===== config.mk =====
export PLATFORM = sky130hd
export DESIGN_NAME = jpeg_zigzag_reorder_flat
export DESIGN_NICKNAME = d
export VERILOG_FILES = /design/src/rtl/jpeg_pkg.sv /design/src/rtl/jpeg_zigzag_reorder_if.sv /design/src/rtl/jpeg_zz_bank_ctrl.sv /design/src/rtl/jpeg_zigzag_reorder.sv /design/src/flat_wrapper.sv
export SDC_FILE = /design/constraint.sdc
export NUM_CORES = 2
export LEC_CHECK = 0
export ABC_CLOCK_PERIOD_IN_PS = 6100
export BUFFER_PORTS_ARGS = -buffer_cell sky130_fd_sc_hd__buf_4
export CORE_MARGIN = 1
export CORE_UTILIZATION = 45
export CTS_CLUSTER_DIAMETER = 60
export CTS_CLUSTER_SIZE = 16
export DETAILED_ROUTE_END_ITERATION = 7
export PLACE_DENSITY_LB_ADDON = 0.05
export SYNTH_ARGS = -nofsm -noshare
export SYNTH_HDL_FRONTEND = slang
export SYNTH_SLANG_ARGS = --single-unit

===== constraint.sdc =====
create_clock -name clk -period 6.1 [get_ports clk]
set_input_delay 0.915 -clock clk [delete_from_list [all_inputs] [get_ports clk]]
set_output_delay 0.915 -clock clk [all_outputs]
set_load 0.05 [all_outputs]

===== src/rtl/jpeg_pkg.sv =====
// Shared JPEG datapath definitions: block geometry, coefficient type and the
// zigzag scan table used by both the encoder reorder and the decoder inverse.
package jpeg_pkg;

  localparam int BLK_SZ = 64;
  localparam int IDX_W  = 6;
  localparam int COEF_W = 12;

  typedef logic signed [COEF_W-1:0] coef_t;

  localparam logic [IDX_W-1:0] LAST_IDX = IDX_W'(BLK_SZ - 1);

  // ZZ[k] is the raster index (r*8+c) of the k-th coefficient in zigzag scan.
  localparam logic [IDX_W-1:0] ZZ [BLK_SZ] = '{
    6'd0,  6'd1,  6'd8,  6'd16, 6'd9,  6'd2,  6'd3,  6'd10,
    6'd17, 6'd24, 6'd32, 6'd25, 6'd18, 6'd11, 6'd4,  6'd5,
    6'd12, 6'd19, 6'd26, 6'd33, 6'd40, 6'd48, 6'd41, 6'd34,
    6'd27, 6'd20, 6'd13, 6'd6,  6'd7,  6'd14, 6'd21, 6'd28,
    6'd35, 6'd42, 6'd49, 6'd56, 6'd57, 6'd50, 6'd43, 6'd36,
    6'd29, 6'd22, 6'd15, 6'd23, 6'd30, 6'd37, 6'd44, 6'd51,
    6'd58, 6'd59, 6'd52, 6'd45, 6'd38, 6'd31, 6'd39, 6'd46,
    6'd53, 6'd60, 6'd61, 6'd54, 6'd47, 6'd55, 6'd62, 6'd63
  };

  function automatic logic [IDX_W-1:0] zz_lookup(input logic [IDX_W-1:0] k);
    return ZZ[k];
  endfunction

endpackage


===== src/rtl/jpeg_zigzag_reorder_if.sv =====
// Stream bundle around the zigzag reorder: raster-order input, zigzag-order
// output with block framing flags, plus the synchronous flush.
interface jpeg_zigzag_reorder_if #(
  parameter int DATA_W = 12
);
  logic                     flush;
  logic                     in_valid;
  logic                     in_ready;
  logic signed [DATA_W-1:0] in_data;
  logic                     out_valid;
  logic                     out_ready;
  logic signed [DATA_W-1:0] out_data;
  logic                     out_sob;
  logic                     out_eob;

  modport master (
    output flush, in_valid, in_data, out_ready,
    input  in_ready, out_valid, out_data, out_sob, out_eob
  );

  modport slave (
    input  flush, in_valid, in_data, out_ready,
    output in_ready, out_valid, out_data, out_sob, out_eob
  );

endinterface


===== src/rtl/jpeg_zz_bank_ctrl.sv =====
// Ping-pong bookkeeping for the zigzag reorder: per-bank full flags plus
// independent write and read bank pointers and coefficient indices.
module jpeg_zz_bank_ctrl
  import jpeg_pkg::*;
(
  input  logic             clk,
  input  logic             rst_n,
  input  logic             flush,
  input  logic             wr_en,
  input  logic             rd_en,
  output logic             in_ready,
  output logic             rd_avail,
  output logic             wr_bank,
  output logic             rd_bank,
  output logic [IDX_W-1:0] wr_idx,
  output logic [IDX_W-1:0] rd_idx
);

  logic [1:0] full;
  logic [1:0] full_nxt;
  logic       wr_last;
  logic       rd_last;

  assign wr_last  = (wr_idx == LAST_IDX);
  assign rd_last  = (rd_idx == LAST_IDX);
  assign in_ready = !full[wr_bank];
  assign rd_avail = full[rd_bank];

  // A completing write and a completing read never target the same bank:
  // writes only go to an empty bank and reads only drain a full one.
  always_comb begin
    full_nxt = full;
    if (wr_en && wr_last) full_nxt[wr_bank] = 1'b1;
    if (rd_en && rd_last) full_nxt[rd_bank] = 1'b0;
  end

  always_ff @(posedge clk or negedge rst_n) begin
    if (!rst_n) begin
      full    <= '0;
      wr_bank <= 1'b0;
      rd_bank <= 1'b0;
      wr_idx  <= '0;
      rd_idx  <= '0;
    end else if (flush) begin
      full    <= '0;
      wr_bank <= 1'b0;
      rd_bank <= 1'b0;
      wr_idx  <= '0;
      rd_idx  <= '0;
    end else begin
      full <= full_nxt;
      if (wr_en) begin
        wr_idx <= wr_idx + IDX_W'(1);
        if (wr_last) wr_bank <= ~wr_bank;
      end
      if (rd_en) begin
        rd_idx <= rd_idx + IDX_W'(1);
        if (rd_last) rd_bank <= ~rd_bank;
      end
    end
  end

endmodule


===== src/rtl/jpeg_zigzag_reorder.sv =====
// Raster-to-zigzag block reorder: two 64-entry banks written in raster order
// and read through the zigzag table into a single output register.
module jpeg_zigzag_reorder
  import jpeg_pkg::*;
#(
  parameter int DATA_W = 12,
  parameter int NBANK  = 2
)(
  input  logic                  clk,
  input  logic                  rst_n,
  jpeg_zigzag_reorder_if.slave  bus
);

  if (NBANK != 2) begin : g_nbank_check
    $error("jpeg_zigzag_reorder: NBANK must be 2");
  end

  logic             wr_en;
  logic             rd_en;
  logic             in_ready;
  logic             rd_avail;
  logic             wr_bank;
  logic             rd_bank;
  logic [IDX_W-1:0] wr_idx;
  logic [IDX_W-1:0] rd_idx;

  logic [DATA_W-1:0] mem [2][BLK_SZ];

  logic              out_valid_q;
  logic [DATA_W-1:0] out_data_q;
  logic              out_sob_q;
  logic              out_eob_q;

  assign wr_en = bus.in_valid && in_ready;
  // Load whenever the output register is free or being drained this cycle.
  assign rd_en = (!out_valid_q || bus.out_ready) && rd_avail;

  jpeg_zz_bank_ctrl u_bank_ctrl (
    .clk      (clk),
    .rst_n    (rst_n),
    .flush    (bus.flush),
    .wr_en    (wr_en),
    .rd_en    (rd_en),
    .in_ready (in_ready),
    .rd_avail (rd_avail),
    .wr_bank  (wr_bank),
    .rd_bank  (rd_bank),
    .wr_idx   (wr_idx),
    .rd_idx   (rd_idx)
  );

  // Storage is plain flops without reset; validity lives in the full flags.
  always_ff @(posedge clk) begin
    if (wr_en) mem[wr_bank][wr_idx] <= bus.in_data;
  end

  always_ff @(posedge clk or negedge rst_n) begin
    if (!rst_n) begin
      out_valid_q <= 1'b0;
      out_data_q  <= '0;
      out_sob_q   <= 1'b0;
      out_eob_q   <= 1'b0;
    end else if (bus.flush) begin
      out_valid_q <= 1'b0;
      out_data_q  <= '0;
      out_sob_q   <= 1'b0;
      out_eob_q   <= 1'b0;
    end else if (rd_en) begin
      out_valid_q <= 1'b1;
      out_data_q  <= mem[rd_bank][zz_lookup(rd_idx)];
      out_sob_q   <= (rd_idx == '0);
      out_eob_q   <= (rd_idx == LAST_IDX);
    end else if (bus.out_ready) begin
      out_valid_q <= 1'b0;
      out_sob_q   <= 1'b0;
      out_eob_q   <= 1'b0;
    end
  end

  assign bus.in_ready  = in_ready;
  assign bus.out_valid = out_valid_q;
  assign bus.out_data  = out_data_q;
  assign bus.out_sob   = out_sob_q;
  assign bus.out_eob   = out_eob_q;

endmodule


===== src/flat_wrapper.sv =====
// flat-port wrapper written by rule: the top's interface ports become plain ports
module jpeg_zigzag_reorder_flat import jpeg_pkg::*;
#(
  parameter int DATA_W = 12,
  parameter int NBANK  = 2
)
  (clk, rst_n, bus_flush, bus_in_valid, bus_in_data, bus_out_ready, bus_in_ready, bus_out_valid, bus_out_data, bus_out_sob, bus_out_eob);
  jpeg_zigzag_reorder_if #(.DATA_W(DATA_W)) bus_i ();
  input  logic clk;
  input  logic rst_n;
  input wire logic [$bits(bus_i.flush)-1:0] bus_flush;
  input wire logic [$bits(bus_i.in_valid)-1:0] bus_in_valid;
  input wire logic [$bits(bus_i.in_data)-1:0] bus_in_data;
  input wire logic [$bits(bus_i.out_ready)-1:0] bus_out_ready;
  output wire logic [$bits(bus_i.in_ready)-1:0] bus_in_ready;
  output wire logic [$bits(bus_i.out_valid)-1:0] bus_out_valid;
  output wire logic [$bits(bus_i.out_data)-1:0] bus_out_data;
  output wire logic [$bits(bus_i.out_sob)-1:0] bus_out_sob;
  output wire logic [$bits(bus_i.out_eob)-1:0] bus_out_eob;
  assign bus_i.flush = bus_flush;
  assign bus_i.in_valid = bus_in_valid;
  assign bus_i.in_data = bus_in_data;
  assign bus_i.out_ready = bus_out_ready;
  assign bus_in_ready = bus_i.in_ready;
  assign bus_out_valid = bus_i.out_valid;
  assign bus_out_data = bus_i.out_data;
  assign bus_out_sob = bus_i.out_sob;
  assign bus_out_eob = bus_i.out_eob;
  jpeg_zigzag_reorder #(.DATA_W(DATA_W), .NBANK(NBANK)) u_core (.clk(clk), .rst_n(rst_n), .bus(bus_i));
endmodule

==> metrics.txt <==
Routed Antenna Nets=0; CTS tree=built; clock latency on the worst-skew pair=0.77 ns; WP data arrival=slightly above 6 ns; synthesized cell area=62700 um^2; post-route minimum period=5.54 ns; number of buffers and inverters on the critical path=2; Max Buffers Root-to-Sink=3; type of destination of the critical path=register; placer congestion estimate=0.878; count of unique library cells instantiated by Yosys=81; net count after synthesis=roughly 4400; number of standard cells in the layout, taps in and fillers out=~6300; Max stage delay cell, worst path=sky130_fd_sc_hd__o41ai_1; crit-path max cell delay=1.03 ns; clock sinks=roughly 1600; cell count after placement=6061; number of nets in the final layout=roughly 4400; number of DRC markers in iteration 0=4289; maximum ir drop on the vdd rail=approximately 0.23 mV; most used cells in the layout excluding fill and tap cells=1536 x sky130_fd_sc_hd__edfxtp_1, 914 x sky130_fd_sc_hd__nand2_1, 201 x sky130_fd_sc_hd__buf_4; grt total ovfl=0; count of flip-flops with a built-in enable after synthesis=1536; share of synthesized area occupied by flip-flops and latches=0.748; Via-to-Cell Ratio=around 6; type of the setup path with the least slack=reg -> reg; static leakage=0.0223 uW; cts-stage hold buffer count=0; Root Driver=sky130_fd_sc_hd__clkbuf_16; result of the run=complete, no violations; CP Launch Type=register; CTS H-tree depth=4; Final Hold Vio Count=0; Warnings, synthesis=0; count of buffers added by post-CTS timing repair for setup=0; required time of the critical path=6.76 ns; most frequently used flop master after synthesis=sky130_fd_sc_hd__edfxtp_1; top-level port count=33; FF+latch count, synth=1567; setup repair after global routing missed its margin=no; final-report setup violation count=0; detailed placer's ending HPWL=113000 um; Worst setup startpoint=u_core.u_bank_ctrl.rd_idx[0]; Total GRT Usage=0.266; max cap viols=0; Die H=375 um; crit path max fanout=70; max-slew violation count=0; final cycle utilization of the critical path=0.908; clock buffer count from CTS=137; synthesized instance count=4350; Pre-Repair DR Iteration Count=5; Slew @ Worst Pin=1.34 ns; Final Skew=0.0306 ns; die area=141000 um^2; share of post-route cells with drive strength above 1=0.116; hold slack=0.127 ns; fraction of synthesis flops using an asynchronous set or reset pin=0.0198; Antenna Diode Count=0; worst path cell trace=inv_1, ha_1, nor2b_1, nor2_1, o2111ai_4, nand2_8, buf_12, a211oi_1, a311oi_1, o41ai_1, nand3_1, a221o_1; Horiz. Die Dim=375 um; worst r2r src=u_core.u_bank_ctrl.rd_idx[0]; starting density of the core=0.455; largest delay contributor family on the critical path=compound AO/OA/AOI/OAI gates; number of global-route vias before repair=36000; clk slew on worst S/H paths=~0.07 ns; floorplan row count=136; total wirelength of the detailed-routed design=188000 um; max-slew headroom at the worst pin=0.106; vias after detailed routing=37900; maximum operating frequency=181 MHz; antenna violations before repair=2; Post-CTS Resized=0; area added between synthesis and finish=11.9%; Core Region=138000 um^2; post-synthesis average cell area=14.4 um^2; count of port buffers added during placement=32; detailed-route wire length per cell=29.9 um; Worst Hold Class=in -> async; final routed DRC violation total=0; power density of the placed cells=~300 nW/um^2; largest net degree at the start of global routing=132; global-route wire length before repair=between 200000 and 300000 um; sum of negative setup slack=0 ns; most common cell after layout, fill and taps aside=sky130_fd_sc_hd__edfxtp_1
-- synth_stat cells (all sizes together) (4+ instances only) --
| library cell | instances | area, um^2 |
|---|---|---|
| mux2i | 107 | 1070 |
| o21ai | 30 | 154 |
| a211oi | 168 | 1270 |
| xor2 | 4 | 42.6 |
| nor2b | 10 | 62.6 |
| nor2 | 176 | 678 |
| a221o | 11 | 110 |
| ha | 16 | 200 |
| xnor2 | 7 | 61.3 |
| o22ai | 38 | 238 |
| a32oi | 45 | 394 |
| o211ai | 36 | 280 |
| and3 | 188 | 1190 |
| nand2b | 11 | 68.8 |
| and2 | 4 | 25.0 |
| mux4 | 28 | 631 |
| inv | 9 | 33.8 |
| edfxtp | 1536 | 46100 |
| o2111ai | 13 | 131 |
| mux2 | 6 | 71.3 |
| clkbuf | 143 | 537 |
| dfrtp | 31 | 776 |
| buf | 168 | 942 |
| nand4 | 72 | 450 |
| a2111oi | 34 | 298 |
| o41ai | 12 | 158 |
| o221ai | 14 | 140 |
| nand2 | 920 | 3470 |
| nand3 | 182 | 916 |
| or2 | 4 | 25.0 |
| a21oi | 92 | 460 |
| a311oi | 39 | 348 |
| a31oi | 153 | 963 |
| nor3 | 6 | 35.0 |
-- state kept, by name, summed over array words and instances (netlist names) --
name                        flops
u_core.bus.out_data            12
u_core.bus.out_eob              1
u_core.bus.out_sob              1
u_core.bus.out_valid            1
u_core.mem                   1536
u_core.u_bank_ctrl.full         2
u_core.u_bank_ctrl.rd_bank      1
u_core.u_bank_ctrl.rd_idx       6
u_core.u_bank_ctrl.wr_bank      1
u_core.u_bank_ctrl.wr_idx       6
-- kinds of logic (layout without fill, tap and decap cells) --
| family | Yosys count | count (layout) | synth area share |
|---|---|---|---|
| muxes | 141 | 141 | 0.0283 |
| adders and majority gates | 16 | 16 | 0.00319 |
| and+or+nand+nor | 1590 | 1590 | 0.112 |
| DFF | 1567 | 1567 | 0.748 |
| AOI/OAI and AO/OA | 705 | 705 | 0.0819 |
| buffers and inverters | 320 | 470 | 0.0241 |
| xor gates and xnor gates | 11 | 11 | 0.00166 |
-- worst register-to-register path, delay by kind of cell (launching register included) --
kind            cells  cell delay [ns]
compound gates      5             2.31
simple gates        4             1.12
buf+inv             2             0.80
flops               1             0.66
fa+ha+maj           1             0.55
-- power breakdown --
part	switching [uW]	leakage, uW	internal [uW]	total [uW]
Combinational	251	0.00589	26.7	278
Sequential	5.66	0.0142	11800	11800
Clock	4010	0.00222	5130	9140
-- final cells by class --
type,count,area [um^2]
Fill cell,11600,67700
Sequential cell,1567,46900
Multi-Input combinational cell,2463,14400
Clock buffer,153,3620
Tap cell,1794,2240
Timing Repair Buffer,229,1970
Clock inverter,79,967
Inverter,9,33.8
-- metal layers --
metal,vias up,share of wire,global-route usage,wire [um]
met5,-,0,0,0
met4,0,0.022,0.0652,4180
met3,248,0.061,0.0365,11400
met2,1332,0.46,0.408,85900
met1,19600,0.46,0.401,86700
li1,16800,-,-,-
-- final timing paths --
| path | slack, ns | to | cells after the start |
|---|---|---|---|
| max | 0.56 | u_core.bus.out_data[2] | 12 |
| min | 0.13 | u_core.bus.out_eob | 1 |
| max reg2reg | 0.56 | u_core.bus.out_data[2] | 12 |
| min reg2reg | 0.54 | u_core.bus.out_sob | 2 |
| max in group asynchronous | 5.53 | u_core.u_bank_ctrl.rd_bank | 1 |
| min in group clk | 0.46 | u_core.bus.out_valid | 4 |
-- metrics by stage --
stage / total power [uW] / setup slack [ns] / utilization / area [um^2]
floorplan: 12100 / 2.53 / - / 62700
global placement: 12300 / 0.595 / 0.475 / 65500
detailed placement: 12400 / 0.559 / 0.475 / 65500
CTS: 21400 / 0.538 / 0.509 / 70100
global route: 21700 / 0.308 / 0.509 / 70100
finish: 21200 / 0.561 / 0.509 / 70100
(Power assumes the default switching activity.)
